## config.mk

```make
export PLATFORM = sky130hd
export DESIGN_NAME = or_gate
export DESIGN_NICKNAME = d
export VERILOG_FILES = /design/src/rtl/or_gate_pkg.sv /design/src/rtl/or_gate_sat_cnt.sv /design/src/rtl/or_gate.sv
export SDC_FILE = /design/constraint.sdc
export NUM_CORES = 1
export LEC_CHECK = 0
export ABC_AREA = 0
export CELL_PAD_IN_SITES_DETAIL_PLACEMENT = 2
export CELL_PAD_IN_SITES_GLOBAL_PLACEMENT = 2
export CORE_MARGIN = 3
export CORE_UTILIZATION = 22
export DETAILED_ROUTE_END_ITERATION = 10
export PLACE_DENSITY_LB_ADDON = 0.12
export SYNTH_ARGS = -nofsm -noshare
export SYNTH_HDL_FRONTEND = slang
export SYNTH_SLANG_ARGS = --single-unit
```

## constraint.sdc

```tcl
create_clock -name i_clk -period 1.28 [get_ports i_clk]
set_input_delay 0.192 -clock i_clk [delete_from_list [all_inputs] [get_ports i_clk]]
set_output_delay 0.192 -clock i_clk [all_outputs]
set_load 0.01 [all_outputs]
```

## src/rtl/or_gate_pkg.sv

```systemverilog
// rtl/or_gate_pkg.sv - shared defaults and helpers for the registered OR unit
package or_gate_pkg;

   localparam int OR_WIDTH_DEF = 1;
   localparam int OR_CNT_W_DEF = 8;

   // Callers zero-extend to 64 bits so one function serves every WIDTH
   function automatic logic or_reduce(input logic [63:0] vec);
      return |vec;
   endfunction

endpackage

```

## src/rtl/or_gate_sat_cnt.sv

```systemverilog
// rtl/or_gate_sat_cnt.sv - saturating up-counter with clear
module or_gate_sat_cnt
   import or_gate_pkg::*;
#(
   parameter int CNT_W = OR_CNT_W_DEF
) (
   input  logic             i_clk,
   input  logic             i_rst,
   input  logic             i_clr,
   input  logic             i_inc,
   output logic [CNT_W-1:0] o_count
);

   logic [CNT_W-1:0] r_count;

   // Reset beats clear, clear beats increment; holds at all-ones instead of wrapping
   always_ff @(posedge i_clk) begin
      if (i_rst) begin
         r_count <= '0;
      end else if (i_clr) begin
         r_count <= '0;
      end else if (i_inc && (r_count != {CNT_W{1'b1}})) begin
         r_count <= r_count + CNT_W'(1);
      end
   end

   assign o_count = r_count;

endmodule

```

## src/rtl/or_gate.sv

```systemverilog
// rtl/or_gate.sv - registered bitwise OR with valid, any-bit flag and activity count
module or_gate
   import or_gate_pkg::*;
#(
   parameter int WIDTH = OR_WIDTH_DEF,
   parameter int CNT_W = OR_CNT_W_DEF
) (
   input  logic             i_clk,
   input  logic             i_rst,
   input  logic             i_in_valid,
   input  logic [WIDTH-1:0] i_a,
   input  logic [WIDTH-1:0] i_b,
   input  logic             i_clr_count,
   output logic [WIDTH-1:0] o_y,
   output logic             o_out_valid,
   output logic             o_y_any,
   output logic [CNT_W-1:0] o_hi_count
);

   logic [WIDTH-1:0] w_or;
   logic [63:0]      w_or_ext;
   logic             w_nonzero;
   logic             w_inc;

   logic [WIDTH-1:0] r_y;
   logic             r_y_any;
   logic             r_out_valid;

   assign w_or      = i_a | i_b;
   assign w_or_ext  = 64'(w_or);
   assign w_nonzero = or_reduce(w_or_ext);
   // Gating with valid keeps unqualified (possibly X) operands out of the counter
   assign w_inc     = i_in_valid & w_nonzero;

   // Result registers: capture only on qualified beats, valid pulses one cycle later
   always_ff @(posedge i_clk) begin
      if (i_rst) begin
         r_y         <= '0;
         r_y_any     <= 1'b0;
         r_out_valid <= 1'b0;
      end else begin
         r_out_valid <= i_in_valid;
         if (i_in_valid) begin
            r_y     <= w_or;
            r_y_any <= w_nonzero;
         end
      end
   end

   or_gate_sat_cnt #(
      .CNT_W (CNT_W)
   ) u_sat_cnt (
      .i_clk   (i_clk),
      .i_rst   (i_rst),
      .i_clr   (i_clr_count),
      .i_inc   (w_inc),
      .o_count (o_hi_count)
   );

   assign o_y         = r_y;
   assign o_y_any     = r_y_any;
   assign o_out_valid = r_out_valid;

endmodule

```

======== After elaboration in Yosys (flattened, before gate mapping) ========
Cells that the tools add are included.
Widths: inputs -> output; s select.
operators by class
  magnitude comparators ................... 0
  bitwise operators ....................... 2
  shifts and indexed selects .............. 0
  reduce and logical (&&, ||, !) cells .... 2
  multiply operators ...................... 0
  divide/modulo/power cells ............... 0
  multiplexer cells ....................... 0
  add/sub/neg operators ................... 1
  equality and inequality tests ........... 1
operator list
  cell                 count
  $add 8x1->8 const B  1
  $ne 8x8->1 const B   1
  $reduce_or 2->1      1
  $and 1x1->1          1
  $logic_and 1x1->1    1
  $or 1x1->1           1
word-level totals
  word-level logic and storage cells ...... 9
  latch bits .............................. 0
  output and inout bits ................... 11
  RAM bits ................................ 0
  input port bits ......................... 6
  register bits ........................... 10
  memory bits (read-only) ................. 0
  memories ................................ 0

======== Depth between registers and ports, before layout ========
Gate-level depths: netlist of run 1.
  word-level depth ........................ 3
  depth in mapped cells ................... 4
  gate-level depth less buffers ........... 4

======== Cells and area by module ========
Synthesis of run 1 repeated with hierarchy kept, for this count alone.
unflattened totals
  cell total of the unflattened synthesis .. 55
  area total of the unflattened synthesis .. 515.5 um^2
modules (own cells, without submodules)
  module           area an instance (um^2)  seq. area each (um^2)  times used  cells each
  or_gate_sat_cnt  435.4                    160.2                  1           47
  or_gate          80.1                     40.0                   1           8

======== Worst setup path before layout of run 1 ========
Ideal clock, no wire load.
  kind .................................... reg2reg
  from .................................... register u_sat_cnt.r_count[0] (netlist: u_sat_cnt.o_count[0])
  to ...................................... register u_sat_cnt.r_count[6] (netlist: u_sat_cnt.o_count[6])
  stages on the path, launching flop included .. 5
  arrival time ............................ 1.331 ns
  clock period less this slack ............ 1.447 ns
  required time ........................... 1.164 ns
  slack ................................... -0.167 ns
  path buffers ............................ 0
  setup time .............................. 0.116 ns
  cell sequence ........................... dfxtp_1 ha_1 nand4_1 or4_1 o211a_1
on the way
  cells in the longest elaborated chain, start to end .. 2
  elaborated cells between the ends (all ways) .. 3
  classes of those cells .................. 1 x add/sub; 1 x eq/ne; 1 x reduce/logical
ends and longest elaborated chain
  item                                                                 line                   RTL
  from (decl)                                                          or_gate_sat_cnt.sv:14  logic [CNT_W-1:0] r_count;
  from (signal assigned)                                               or_gate_sat_cnt.sv:23  r_count <= r_count + CNT_W'(1);
  parallel branches: the longest is 2 deep, another holds $add 8x1->8  -
Parallel ways; which one is timed is not known.
A chain may end at the register's enable or synchronous reset.

======== Final worst setup path of run 1 ========
  from .................................... register u_sat_cnt.r_count[1] (netlist: u_sat_cnt.o_count[1])
  to ...................................... register u_sat_cnt.r_count[6] (netlist: u_sat_cnt.o_count[6])
Same word-level chain as after synthesis.

==> flow_summary.json, run 1 <==
{
  "run_status": "finished, violations left",
  "violations": "setup timing",
  "p_leak_nw": 0.371,
  "crit_arrival_ns": 1.46,
  "hp-class": "reg2reg",
  "route.vias.total": 557,
  "floorplan.io_pins": 17,
  "layout-drive-gt1-share_pct": 36.0,
  "synth_instances": 55,
  "ys.flop_type": "sky130_fd_sc_hd__dfxtp_1",
  "worst_setup_hold_path_clk_slew_ns": 0.07,
  "tritoncts_num_sinks": 10,
  "finalWorstSetupSlack_ns": -0.0247,
  "fp.coreArea_um2": 2080,
  "avgSynthCellArea_um2": 9.26,
  "detail_route.wirelength_um": 1770,
  "clock_tree.htree_level_count": 1,
  "holdBufCountCts": 0,
  "share_of_the_yosys_chip_area_belonging_to_registers_pct": 39.3,
  "synth_commonest_cells": "sky130_fd_sc_hd__dfxtp_1 (10), sky130_fd_sc_hd__nand2_1 (6)",
  "die_h_um": 54.1,
  "max_slew.worst_pin.slew_ns": 0.410,
  "period_share_pct": 102,
  "synth_top_area_cell": "sky130_fd_sc_hd__dfxtp_1",
  "tritoncts_clock_tree": "yes",
  "synthArstFlopShare_pct": 0,
  "port-buffer-count": 16,
  "die_outline_area_um2": 2930,
  "setup.worst_path.class": "reg2reg",
  "setup_total_negative_slack_ns": -0.0247,
  "skew_ns": 0.00545,
  "route.detailed.wl_per_inst_um": 15.7,
  "detail-route-antenna-nets": 0,
  "dp_worst_setup_slack_ns": -0.395,
  "setup_viol_count_final": 1,
  "synth.most_common_cell": "sky130_fd_sc_hd__dfxtp_1",
  "synth_enable_flop_cells": 0,
  "grt_pass1_vias": 632,
  "grt_setup_unrepaired": "yes",
  "die_x_um": 54.1,
  "p_total_mw": 0.631,
  "insertion_delay_ns": 0.27,
  "netlist_top_cells_area": "sky130_fd_sc_hd__dfxtp_1 (39%), sky130_fd_sc_hd__o211a_1 (5.9%), sky130_fd_sc_hd__a211oi_1 (4.4%)",
  "detail_route.first_pass.iterations": 3,
  "number_of_placement_rows": 16,
  "vias_per_std_cell": 4.93,
  "worst_setup_path_end_kind": "register",
  "all_layer_gr_usage_pct": 15.0,
  "finalWeightedCongestion": 0.707,
  "number_of_buffers_on_the_longest_clock_path": 2,
  "register_bit_count_reported_by_yosys": 10,
  "antenna_found_initial": 0,
  "timing.critical_path.required_ns": 1.44,
  "finalHoldWorstSlack_ns": 0.490,
  "slew-limit-headroom_pct": 72.4,
  "synth.net_count": 62,
  "layout.filler_cells": 247,
  "clockRootBuffer": "sky130_fd_sc_hd__clkbuf_4",
  "setup.worst_path.start_class": "register",
  "place.detailed.instances": 109,
  "power-per-cell-area_nw_per_um2": 716,
  "tritoncts_buffer_count": 3,
  "drtIter0Drc": 2,
  "yosysTopAreaCellShare_pct": 39.3,
  "global_route_wire_length_before_repair_um": 3040,
  "timing.final.max_slew_violations": 0,
  "critical_path.max_fanout": 5,
  "finish.cell_count_without_fillers": 113,
  "hold_viol_final": 0,
  "fin_crit_ns": 1.30,
  "gr-total-overflow": 0,
  "drt_drc_violations_left": 0,
  "achievable-frequency_ghz": 0.766,
  "post_synth_instance_area_um2": 509,
  "maxCapViolations": 0,
  "post_synth_num_cell_types": 26,
  "grt_max_degree": 8,
  "area.growth.synth_to_final_pct": 73.0,
  "yosys_warnings": 0,
  "start_util_pct": 24.5,
  "dpl.hpwl_um": 1400,
  "antenna_cells": 0,
  "peakVddDrop_mv": 0.491,
  "final_nets": 94
}
flip-flops by register name, summed over array words and instances (netlist names):
register and count:
u_sat_cnt.o_count 8, o_out_valid 1, o_y_any 1
power by group:
part / switching (mW) / leakage, nW / total (mW) / internal (mW)
Clock: 0.116 / 0.0150 / 0.237 / 0.121
Sequential: 0.00370 / 0.0853 / 0.318 / 0.314
Combinational: 0.0363 / 0.271 / 0.0767 / 0.0404
routing by layer:
| layer | up-vias | global-route usage [%] | wire length (um) |
|---|---|---|---|
| li1 | 279 | - | - |
| met1 | 267 | 16.2 | 735 |
| met2 | 11 | 27.0 | 964 |
| met3 | 0 | 5.26 | 68 |
| met4 | 0 | 4.98 | 0 |
| met5 | - | 0 | 0 |
final timing paths:
check,from,endpoint,slack [ns],depth (start not counted)
hold reg to reg,o_y_any$_SDFFE_PP0P_,o_y_any$_SDFFE_PP0P_,0.49,2
setup / recovery,u_sat_cnt.o_count[1]$_SDFFE_PP0P_,u_sat_cnt.o_count[6]$_SDFFE_PP0P_,-0.02,4
setup reg to reg,u_sat_cnt.o_count[1]$_SDFFE_PP0P_,u_sat_cnt.o_count[6]$_SDFFE_PP0P_,-0.02,4
hold / removal,o_y_any$_SDFFE_PP0P_,o_y_any$_SDFFE_PP0P_,0.49,2
layout by cell type (no fill, tap or decap), drive strengths merged:
cell type / n
nand2b: 1
a31oi: 3
dlygate4sd2: 12
buf: 12
dfxtp: 10
o211a: 3
a2111oi: 1
a21oi: 2
or4: 1
nor4b: 2
and4: 1
mux2i: 2
nor2: 2
nand2: 6
nor3b: 1
o21ai: 3
nor3: 1
ha: 1
or3: 1
o211ai: 1
clkbuf: 4
or2: 1
inv: 2
clkdlybuf4s50: 2
clkdlybuf4s15: 2
a211oi: 3
nand4: 2
and3: 2
a41oi: 1
nor2b: 1
cell families after synthesis:
family / count (synthesis) / share of synthesized area [%]
flops: 10 / 39.3
fa+ha+maj: 1 / 2.46
compound gates: 17 / 26.5
buf+inv: 3 / 2.95
simple gates: 22 / 24.8
mux: 2 / 3.93
repair_timing:
action                                 CTS  global route
setup endpoints to repair               17             7
buffers inserted                         0             1
gates resized for setup                 22             8
endpoints found under the hold margin    0             0
pin swaps                                3             2
layout make-up:
| class | count | area [um2] | area share (%) |
|---|---|---|---|
| timing repair buffer | 28 | 235 | 26.7 |
| tap | 27 | 33.8 | 3.84 |
| multi-input combinational | 42 | 364 | 41.3 |
| sequential | 10 | 214 | 24.3 |
| inverter | 2 | 7.51 | 0.852 |
| clock buffer | 4 | 26.3 | 2.98 |
critical path: stages (launching register included):
cell and delay, ns:
sky130_fd_sc_hd__dfxtp_4 0.36, sky130_fd_sc_hd__ha_4 0.16, sky130_fd_sc_hd__nand4_1 0.11, sky130_fd_sc_hd__or4_1 0.41
sky130_fd_sc_hd__o211a_1 0.14
metrics by stage:
stage | instance area, um2 | util, %
global placement | 813 | 39.1
detailed placement | 813 | 39.1
finish | 881 | 42.3
floorplan | 537 | -
global route | 881 | 42.3
CTS | 846 | 40.6
No activity file was read; power rests on OpenSTA's default activity.
==> run 2: changes to the inputs <==
- CORE_MARGIN: 3 -> default
- HOLD_SLACK_MARGIN: default -> 0.08
==> flow_summary.json, run 2 (synthesis results as in run 1) <==
{
  "run_status": "completed",
  "critical-path-slowest-cell": "sky130_fd_sc_hd__or4_1",
  "r2r_cells": 4,
  "setup_total_negative_slack_ns": 0,
  "p_leak_nw": 0.381,
  "antenna_found_initial": 0,
  "tritoncts_buffer_count": 3,
  "grt_max_degree": 9,
  "cp_slowest_stage_delay_ns": 0.41,
  "fin_crit_ns": 1.25,
  "crit_path_cell_trace": "ha_4 -> nand4_1 -> or4_1 -> o211a_1",
  "dpl.hpwl_um": 1270,
  "die_h_um": 50.1,
  "seqPwrFrac_pct": 45.1,
  "drtIter0Drc": 3,
  "r2r-start": "u_sat_cnt.o_count[0]$_SDFFE_PP0P_",
  "achievable-frequency_ghz": 0.799,
  "hp-start": "o_y_any$_SDFFE_PP0P_",
  "layout-drive-gt1-share_pct": 37.6,
  "floorplan.io_pins": 17,
  "period_share_pct": 97.7,
  "hp-class": "reg2reg",
  "route.vias.total": 570,
  "maxCapViolations": 0,
  "grt_pass1_vias": 590,
  "detail_route.wirelength_um": 1730,
  "fin_area_um2": 886,
  "grt.busiest_layer": "met2",
  "p_sw_mw": 0.172,
  "detail-route-antenna-nets": 0,
  "drt_drc_violations_left": 0,
  "area.growth.synth_to_final_pct": 74.0,
  "setup.worst_path.class": "reg2reg",
  "layout_common_cells": "sky130_fd_sc_hd__dlygate4sd2_1 (11), sky130_fd_sc_hd__buf_4 (11), sky130_fd_sc_hd__nand2_1 (6)",
  "die_outline_area_um2": 2510,
  "power_frac_comb_pct": 11.3,
  "setup.worst_path.start_class": "register",
  "timing.critical_path.required_ns": 1.45,
  "vias_per_std_cell": 5.04,
  "hold-path-cell-count": 2,
  "setup.reg_to_reg.worst_slack_ns": 0.03,
  "tritoncts_num_sinks": 10,
  "fp.coreArea_um2": 2190,
  "number_of_buffers_on_the_longest_clock_path": 2,
  "setup_viol_count_final": 0,
  "route.detailed.wl_per_inst_um": 15.3,
  "postLayoutCoreUtil_pct": 40.4,
  "skew_ns": 0.00366,
  "port-buffer-count": 16,
  "cell_internal_pwr_mw": 0.527,
  "detail_route.first_pass.iterations": 3,
  "largest_register_ff_count": 8,
  "clockRootBuffer": "sky130_fd_sc_hd__clkbuf_4",
  "peakVddDrop_mv": 0.328,
  "hold-path-endpoint": "o_y_any$_SDFFE_PP0P_",
  "slew-limit-headroom_pct": 65.2,
  "hold_viol_final": 0,
  "die_x_um": 50.1,
  "grt_setup_unrepaired": "yes",
  "worst_setup_path_end_kind": "register",
  "grt_util_met3_pct": 2.78,
  "switching_share_pct": 24.6,
  "insertion_delay_ns": 0.27,
  "global_route_wire_length_before_repair_um": 3010,
  "finalWeightedCongestion": 0.722,
  "crit-reg2reg-capture": "u_sat_cnt.o_count[6]$_SDFFE_PP0P_",
  "power-per-cell-area_nw_per_um2": 789,
  "globalRouteMet1Util_pct": 20.2,
  "antenna_cells": 0,
  "crit_arrival_ns": 1.42,
  "tritoncts_clock_tree": "yes",
  "start_util_pct": 23.2,
  "number_of_placement_rows": 17,
  "final_nets": 93,
  "met2_usage_pct": 27.1,
  "max_slew.worst_pin.slew_ns": 0.516,
  "gr-total-overflow": 0,
  "power_frac_clock_pct": 43.6,
  "all_layer_gr_usage_pct": 16.7,
  "timing.final.max_slew_violations": 0,
  "worst_setup_hold_path_clk_slew_ns": 0.08,
  "place_area_um2": 807,
  "clock_tree.htree_level_count": 1,
  "critical_path.max_fanout": 3,
  "layout.filler_cells": 247,
  "p_total_mw": 0.699
}
## run 2: changes by cell type in the layout (fill, tap and decap cells not counted), sizes merged
cell	before	now
buf	12	11
dlygate4sd2	12	11
dlymetal6s2s	0	1
## run 2: critical path: cells and delay by family (launching register included)
| kind | cells | cell delay (ns) |
|---|---|---|
| fa+ha+maj | 1 | 0.14 |
| flops | 1 | 0.36 |
| simple gates | 2 | 0.50 |
| compound gates | 1 | 0.13 |
## run 2: worst max path at each step
stage | cells past startpoint | end | slack [ns] | startpoint
3_3_place_gp | 4 | u_sat_cnt.o_count[6]$_SDFFE_PP0P_ | -0.29 | i_b
3_5_place_dp | 5 | u_sat_cnt.o_count[5]$_SDFFE_PP0P_ | -0.32 | i_b
6_report | 4 | u_sat_cnt.o_count[6]$_SDFFE_PP0P_ | 0.03 | u_sat_cnt.o_count[0]$_SDFFE_PP0P_
2_1_floorplan | 4 | u_sat_cnt.o_count[5]$_SDFFE_PP0P_ | 0.002 | u_sat_cnt.o_count[0]$_SDFFE_PP0P_
5_1_grt | 4 | u_sat_cnt.o_count[6]$_SDFFE_PP0P_ | -0.03 | u_sat_cnt.o_count[0]$_SDFFE_PP0P_
4_1_cts | 4 | u_sat_cnt.o_count[6]$_SDFFE_PP0P_ | 0.001 | u_sat_cnt.o_count[0]$_SDFFE_PP0P_
## run 2: per-stage QoR
| stage | cells | setup slack (ns) | hold slack, ns |
|---|---|---|---|
| 2_1_floorplan | 55 | 0.00217 | 0.261 |
| 3_3_place_gp | 109 | -0.287 | 0.470 |
| 3_5_place_dp | 109 | -0.318 | 0.474 |
| 4_1_cts | 113 | 0.000964 | 0.483 |
| 5_1_grt | 113 | -0.0319 | 0.523 |
| 6_report | 113 | 0.0290 | 0.480 |
## run 2: per-layer routing
layer | share of wire, % | wire [um]
met5 | 0 | 0
met4 | 2.4 | 41
met3 | 2.2 | 38
met2 | 50 | 865
met1 | 45 | 784
## run 2: power by group through the flow
stage / sequential [mW] / clock [mW] / combinational [mW]
finish: 0.315 / 0.305 / 0.0787
global route: 0.317 / 0.328 / 0.0872
CTS: 0.315 / 0.324 / 0.0800
detailed placement: 0.325 / 0 / 0.0843
global placement: 0.325 / 0 / 0.0839
floorplan: 0.330 / 0 / 0.0202
## run 2: final cells by class
class,count,area [um2],area share (%)
Tap cell,28,35.0,3.95
Clock buffer,4,36.3,4.10
Inverter,2,7.51,0.847
Sequential cell,10,216,24.4
Timing Repair Buffer,27,231,26.1
Multi-Input combinational cell,42,359,40.5
## run 2: what timing repair did
| item | in CTS | in global routing |
|---|---|---|
| resized for setup | 23 | 7 |
| pin swaps | 1 | 2 |
| endpoints found under the setup margin | 16 | 6 |
| hold buffers | 0 | 0 |
| buffers inserted | 0 | 0 |
